`src/rtl/dmem_pkg.sv`:
```
// dmem_pkg
//   Types and constants shared by the data-memory responder and its RAM.
//   - dmem_state_t : responder FSM state (IDLE waits for a request, BUSY
//                    counts down wait states).
//   - WAIT_W       : width of the wait-state counter.
//   - laneMask     : one-hot byte enable for a byte lane.
package dmem_pkg;

    typedef enum logic {
        IDLE = 1'b0,
        BUSY = 1'b1
    } dmem_state_t;

    localparam int WAIT_W = 4;

    // Byte lane 0 is bits [7:0] of the word, lane 3 is bits [31:24].
    function automatic logic [3:0] laneMask(input logic [1:0] lane);
        return 4'b0001 << lane;
    endfunction

endpackage

```
`src/rtl/dmem_ram.sv`:
```
// dmem_ram
//   Word-organised data RAM. One asynchronous read port and one
//   synchronous write port with per-byte enables. Contents are not reset.
//
//   Parameters
//     DEPTH_WORDS : number of 32-bit words (power of two)
//     AW          : word index width, derived from DEPTH_WORDS
//   Ports
//     clk    in   clock; writes land on the rising edge
//     byteEn in   4  per-lane write enable (lane 0 = bits [7:0])
//     waddr  in   AW write word index
//     wdata  in   32 write data, lane b taken from wdata[8b+7:8b]
//     raddr  in   AW read word index
//     rdata  out  32 read data, combinational from raddr
module dmem_ram #(
    parameter int DEPTH_WORDS = 64,
    parameter int AW          = $clog2(DEPTH_WORDS)
) (
    input  logic          clk,
    input  logic [3:0]    byteEn,
    input  logic [AW-1:0] waddr,
    input  logic [31:0]   wdata,
    input  logic [AW-1:0] raddr,
    output logic [31:0]   rdata
);

    logic [3:0][7:0] mem [DEPTH_WORDS];

    always_ff @(posedge clk) begin
        for (int b = 0; b < 4; b++) begin
            if (byteEn[b]) begin
                mem[waddr][b] <= wdata[8*b +: 8];
            end
        end
    end

    assign rdata = mem[raddr];

endmodule

```
`src/rtl/dmem_responder.sv`:
```
// dmem_responder
//   Data-memory responder for the M stage. Serves one load or store at a
//   time, inserting WAIT wait states and holding the pipeline with stallM
//   until the access completes. Loads return the whole word; byte
//   extraction for lb happens in writeback.
//
//   Parameters
//     DEPTH_WORDS : words of storage (power of two, >= 4)
//     WAIT        : extra cycles per access, 0..15
//   Ports
//     clk        in   clock
//     reset      in   synchronous, active-high
//     memreqM    in   valid load/store in M
//     memwriteM  in   1 = store, 0 = load
//     sbM        in   store-byte (with memwriteM)
//     aluoutM    in   32 byte address (upper bits alias)
//     writedataM in   32 store data (sb uses [7:0])
//     readdataM  out  32 load data in the completion cycle, else 0
//     stallM     out  hold F/D/E/M while the access is in progress
//     errM       out  sticky: a misaligned sw was seen
module dmem_responder
    import dmem_pkg::*;
#(
    parameter int DEPTH_WORDS = 64,
    parameter int WAIT        = 2
) (
    input  logic        clk,
    input  logic        reset,
    input  logic        memreqM,
    input  logic        memwriteM,
    input  logic        sbM,
    input  logic [31:0] aluoutM,
    input  logic [31:0] writedataM,
    output logic [31:0] readdataM,
    output logic        stallM,
    output logic        errM
);

    localparam int AW = $clog2(DEPTH_WORDS);
    localparam bit ZERO_WAIT = (WAIT == 0);
    // Count loaded on acceptance; the access completes when it reaches 0.
    localparam logic [WAIT_W-1:0] WAIT_LAST = WAIT_W'((WAIT > 0) ? WAIT - 1 : 0);

    dmem_state_t       state;
    logic [WAIT_W-1:0] cnt;

    logic [AW-1:0] wordIdx;
    logic [1:0]    lane;
    logic          aligned;
    logic          complete;
    logic          isStore;
    logic          storeOk;
    logic          misalignedSw;
    logic [3:0]    byteEn;
    logic [31:0]   wrData;
    logic [31:0]   ramRdata;

    // Address bits above the word index alias and are intentionally dropped.
    logic unusedAddr;
    assign unusedAddr = ^aluoutM[31:AW+2];

    assign wordIdx = aluoutM[AW+1:2];
    assign lane    = aluoutM[1:0];
    assign aligned = (lane == 2'b00);

    // Completion: zero-wait requests finish in IDLE, otherwise the last
    // BUSY cycle. Dropping memreqM while BUSY is an abort, never a
    // completion, so nothing is written and no data is returned.
    always_comb begin
        complete = 1'b0;
        if (memreqM) begin
            complete = (state == IDLE) ? ZERO_WAIT : (cnt == '0);
        end
    end

    assign stallM = memreqM & ~complete;

    assign isStore      = complete & memwriteM;
    // sb can hit any lane; sw needs a word-aligned address.
    assign storeOk      = isStore & (sbM | aligned);
    assign misalignedSw = isStore & ~sbM & ~aligned;

    // A store completing in the same cycle reset is asserted is discarded.
    always_comb begin
        byteEn = 4'b0000;
        if (storeOk && !reset) begin
            byteEn = sbM ? laneMask(lane) : 4'b1111;
        end
    end

    // Byte stores replicate the byte to every lane; byteEn picks the one.
    assign wrData = sbM ? {4{writedataM[7:0]}} : writedataM;

    // Loads never set errM: the datapath issues lb as a word load with the
    // byte offset still in the address, so misaligned loads are legitimate.
    assign readdataM = (complete && !memwriteM) ? ramRdata : 32'h0;

    always_ff @(posedge clk) begin
        if (reset) begin
            state <= IDLE;
            cnt   <= '0;
            errM  <= 1'b0;
        end else begin
            case (state)
                IDLE: begin
                    if (memreqM && !ZERO_WAIT) begin
                        state <= BUSY;
                        cnt   <= WAIT_LAST;
                    end
                end
                BUSY: begin
                    if (!memreqM || cnt == '0) begin
                        state <= IDLE;
                        cnt   <= '0;
                    end else begin
                        cnt <= cnt - 1'b1;
                    end
                end
                default: begin
                    state <= IDLE;
                    cnt   <= '0;
                end
            endcase
            if (misalignedSw) begin
                errM <= 1'b1;
            end
        end
    end

    dmem_ram #(
        .DEPTH_WORDS(DEPTH_WORDS),
        .AW         (AW)
    ) uRam (
        .clk   (clk),
        .byteEn(byteEn),
        .waddr (wordIdx),
        .wdata (wrData),
        .raddr (wordIdx),
        .rdata (ramRdata)
    );

endmodule
```
`config.mk`:
```
export PLATFORM = sky130hd
export DESIGN_NAME = dmem_responder
export DESIGN_NICKNAME = d
export VERILOG_FILES = /design/src/rtl/dmem_pkg.sv /design/src/rtl/dmem_ram.sv /design/src/rtl/dmem_responder.sv
export SDC_FILE = /design/constraint.sdc
export NUM_CORES = 2
export LEC_CHECK = 0
export CAP_MARGIN = 20
export CORE_MARGIN = 2
export CORE_UTILIZATION = 45
export CTS_BUF_LIST = sky130_fd_sc_hd__clkbuf_8
export CTS_CLUSTER_SIZE = 25
export DETAILED_ROUTE_END_ITERATION = 6
export DONT_BUFFER_PORTS = 1
export SLEW_MARGIN = 5
export SYNTH_ARGS = -nofsm -noshare
export SYNTH_HDL_FRONTEND = slang
export SYNTH_SLANG_ARGS = --single-unit
```
`constraint.sdc`:
```
create_clock -name clk -period 6.85 [get_ports clk]
set_clock_uncertainty 0.2 [all_clocks]
set_input_delay 1.37 -clock clk [delete_from_list [all_inputs] [get_ports clk]]
set_output_delay 1.37 -clock clk [all_outputs]
set_load 0.1 [all_outputs]
```
## Yosys cells after proc, flatten, opt, wreduce, memory -nomap -nowiden

Memories as Yosys holds them, arrays and structs flattened.
Index checks and enable logic that the tools add are counted.

- Mux-type cells: 20
- Equality and inequality tests: 1
- Reduce and logical (&&, ||, !) cells: 8
- Shifts and indexed selects: 1
- Bitwise gates (word level): 10
- $add $sub $neg: 1

Operators by type and width:

| kind | number |
|---|---|
| 32-bit two-way mux | 2 |
| 4-bit two-way mux | 4 |
| 1-bit two-way mux | 12 |
| 4-bit one-hot mux with 2 select lines | 1 |
| 1-bit AND | 5 |
| 4-bit zero test | 1 |
| 1-bit inverter | 4 |
| 1-bit by 2-bit << shifter with 4-bit output (first input constant) | 1 |
| 4-bit by 1-bit subtractor with 4-bit output (second input constant) | 1 |
| 1-bit zero test | 3 |
| 1-bit logical AND | 2 |
| 2-bit zero test | 1 |
| 2-bit inequality test (second input constant) | 1 |
| 1-bit one-hot mux with 2 select lines | 1 |
| 1-bit logical OR | 1 |
| 1-bit OR | 1 |

- Logic and storage cells: 45
- RAM bits: 2,048
- Register bits after elaboration: 6
- Memories kept: 1
- Input bits: 69

Memory list:

| name | words | bits a word | read ports | clocked after Yosys merged registers in | wr ports | line | text |
|---|---|---|---|---|---|---|---|
| uRam.mem | 64 | 32 | 1 | 0 | 1 | dmem_ram.sv:27 | `logic [3:0][7:0] mem [DEPTH_WORDS];` |

## Depth between registers and ports, before layout

- Depth after elaboration: 9
- Mapped depth: 11
- Gate-level depth less buffers: 8

## Hierarchy

Synthesis repeated with hierarchy kept, for this count alone.

- Cells, all modules: 4,057
- Area, all modules: 81,872.3 µm²

By module, submodules not included:

| module | cells an instance | area an instance (µm²) | times used | seq. area each (µm²) |
|---|---|---|---|---|
| dmem_ram | 3,917 | 80,996.4 | 1 | 61,499.0 |
| dmem_responder | 140 | 875.8 | 1 | 120.1 |

## Worst setup path after synthesis

No wires, ideal clock.

- Path type: in2out
- Start: input aluoutM[2]
- End: output readdataM[13]
- Stages: 10
- Required time: 5.280 ns
- Buffers on the path: 4
- Data arrival time: 4.376 ns
- Slack: 0.904 ns
- Cell sequence: buf_6 buf_4 nand2b_1 nor2_1 buf_2 buf_2 a22oi_1 a21boi_0 o31ai_1 a31oi_1

- Word-level cells in the longest chain between the ends: 2

RTL lines:

| item | line | text |
|---|---|---|
| start: declaration | dmem_responder.sv:32 | `input logic [31:0] aluoutM,` |
| memory 64 x 32 bit | n/a |  |
| 32-bit two-way mux | dmem_responder.sv:96 | `assign readdataM = (complete && !memwriteM) ? ramRdata : 32'h0;` |
| end: declaration | dmem_responder.sv:34 | `output logic [31:0] readdataM,` |

No other way between the ends.

## Worst setup path in the final report

- Start: input aluoutM[4]
- End: output readdataM[6]

The elaborated chain is that of the path after synthesis.

==> qor.txt <==
Netlist Area Pre-Place = 79400 µm²
clk sinks = 2054
CTS max path bufs = 4
worst slew pin tran = 1940 ps
drc violations = 2
minimum clock period after layout = 6800 ps
critical path class = input pin to primary output
Max Cap Violations = 0
slowest CP cell = nor2_4
TritonCTS clock tree = yes
Total GRT Usage = 28.2%
drt pass-1 iters = 7
Fillers = 14500
crit start category = input pin
Post-DP HPWL = 154 mm
#FFs+latches synth = 2054
# nets final = 5055
Post-CTS Setup Bufs = 0
Yosys top cell area share = 77.5%
synth cell count leaders = 2048 x edfxtp_1, 415 x a22oi_1, 379 x nor2_1
Top FF cell, synth = edfxtp_1
Post-DRT Antenna Nets = 0
f_max = 0.147 GHz
peak supply drop = 0.158 mV
htree depth = 5
sequential element share of the synthesized area = 77.6%
count leader, synth = edfxtp_1
Final setup viols = 0
most frequent CP cell = buf_12
number of hold buffers added after CTS = 0
clock transition at the registers of the reported paths = 60 ps
global-route wire length before repair = 358 mm
Pleak = 27.9 nW
Final Max Tran Viols = 123
CTS Buf Count = 338
synthesized area per cell = 16.6 µm²
Critical Path RT = 5280 ps
Initial Util = 45.2%
footprint of the multi-input gates = 16600 µm²
Slew HR = -29.6%
cts repair resizes = 0
die area = 180000 µm²
syn nets = 4848
row cnt = 154
Hold Vio Cnt, Final = 0
Core Footprint = 176000 µm²
failing checks = DRC, slew limit
hold slack = 186 ps
initial antenna violation count = 10
Post-synth EDFFs = 2048
vias = 48700
critical-path cell list = nor2_4 -> buf_12 -> a221oi_1 -> a21oi_1 -> o21ai_0 -> o2111a_1 -> a31oi_4 -> buf_12
post-route clock period utilization = 99.2%
Register Area = 61600 µm²
Syn Inst Count = 4777
Congestion Overflow GR = 0
layout cells sized above 1 = 15.4%
Synth area leaders = edfxtp_1 77%, a22oi_1 3.9%, a221oi_1 3.1%
slowest stage delay, CP = 990 ps
Synth cell types = 66
routed wire length = 258 mm
status = complete, but fails checks
Power Density = 278 nW/µm²
DRT iter0 DRCs = 6564
Worst Setup End Kind = primary output
Worst EP arrival = 5230 ps
Clk Latency, worst-skew pair = 1040 ps
PortBufs = 0
DR vias/cell = 6.45
fraction of registers with async set/reset = 0%
Die H = 424 µm
Area Overhead vs Synth = 13.0%
CTS Root Cell = clkbuf_8
area leader, netlist = edfxtp_1
die width = 424 µm
worst-path fanout max = 321
RePlAce Congestion = 0.882
post-DR wirelength/cell = 34.2 µm
Yosys Warn Count = 0
HP Class = input pin to flip-flop
vias in the first global route = 47200
unrepaired setup endpoints after global routing = no
largest net degree at the start of global routing = 322
IO Pins = 103
sum of negative setup slack = 0 ps
[layer usage]
metal	track usage [%]	vias to the layer above	share of wire [%]
met5	0	-	0.048
li1	-	20100	-
met3	7.37	588	11
met4	15.5	10	6.0
met1	37.5	24900	38
met2	42.5	3117	45
[sequential cells by signal, summed over array words and instances (netlist names)]
register	flops
errM	1
state	1
uRam.mem	2048
cnt	4
[power by group]
group | leakage [nW] | total [mW] | switching (mW) | internal (mW)
registers | 18.5 | 13.9 | 0.00181 | 13.9
clock network | 3.34 | 9.60 | 4.77 | 4.83
logic | 6.09 | 1.38 | 0.990 | 0.393
[metrics by stage]
step / power (mW) / worst slack, ps / instances / utilization [%] / area [µm²]
6_report: 24.9 / 53.8 / 7553 / 51.0 / 89700
5_1_grt: 25.5 / 424 / 7551 / 51.0 / 89600
4_1_cts: 24.9 / 799 / 7548 / 51.0 / 89600
3_5_place_dp: 15.5 / 812 / 6982 / 47.7 / 83900
3_3_place_gp: 15.5 / 775 / 6980 / 47.7 / 83800
2_1_floorplan: 15.0 / 904 / 4777 / - / 79400
[area by class of cell]
type,instances,share of cell area (%)
Antenna cell,3,0.00837
Clock inverter,223,1.15
Sequential cell,2054,68.7
Tap cell,2340,3.27
Clock buffer,343,5.27
Inverter,32,0.141
Multi-Input combinational cell,2313,18.6
Timing Repair Buffer,245,2.88
[layout by cell type, fill, tap and decap left out, drive strengths merged, types with 14 or more instances in the layout]
master and instances:
a211oi 50, a21oi 55, a221o 21, a221oi 278
a22o 45, a22oi 415, a31oi 119, and3 37
buf 245, clkbuf 343, clkinv 107, edfxtp 2048
inv 139, mux2 79, mux2i 151, nand2 142
nand3 18, nor2 384, nor3 53, nor4 15
o21a 17, o21ai 101, o22a 14, o22ai 164
o32ai 15, or3 14
[critical path: cells and delay by family]
family | cells | cell delay (ps)
simple gates | 1 | 990
buf+inv | 2 | 580
compound gates | 5 | 1260
[cells by family (layout without fill, tap and decap cells)]
kind of cell / Yosys count / after routing / share of synthesized area, %
xor gates and xnor gates: 2 / 2 / 0.0221
muxes: 241 / 241 / 3.34
AOI/OAI and AO/OA: 1356 / 1356 / 12.6
and+or+nand+nor: 712 / 712 / 3.93
other: 0 / 3 / 0
DFF: 2054 / 2054 / 77.6
buffers and inverters: 410 / 843 / 2.41
adders and majority gates: 2 / 2 / 0.0315
[worst paths after layout]
kind / from / to / slack (ps) / cells past startpoint
hold / removal: reset / state$_SDFF_PP0_ / 190 / 1
hold reg to reg: cnt[3]$_SDFFE_PP0P_ / cnt[3]$_SDFFE_PP0P_ / 290 / 2
setup / recovery: aluoutM[4] / readdataM[6] / 50 / 8
setup reg to reg: cnt[0]$_SDFFE_PP0P_ / uRam.mem[7][23]$_DFFE_PP_ / 2700 / 9
Power figures use the tool's default switching activity.
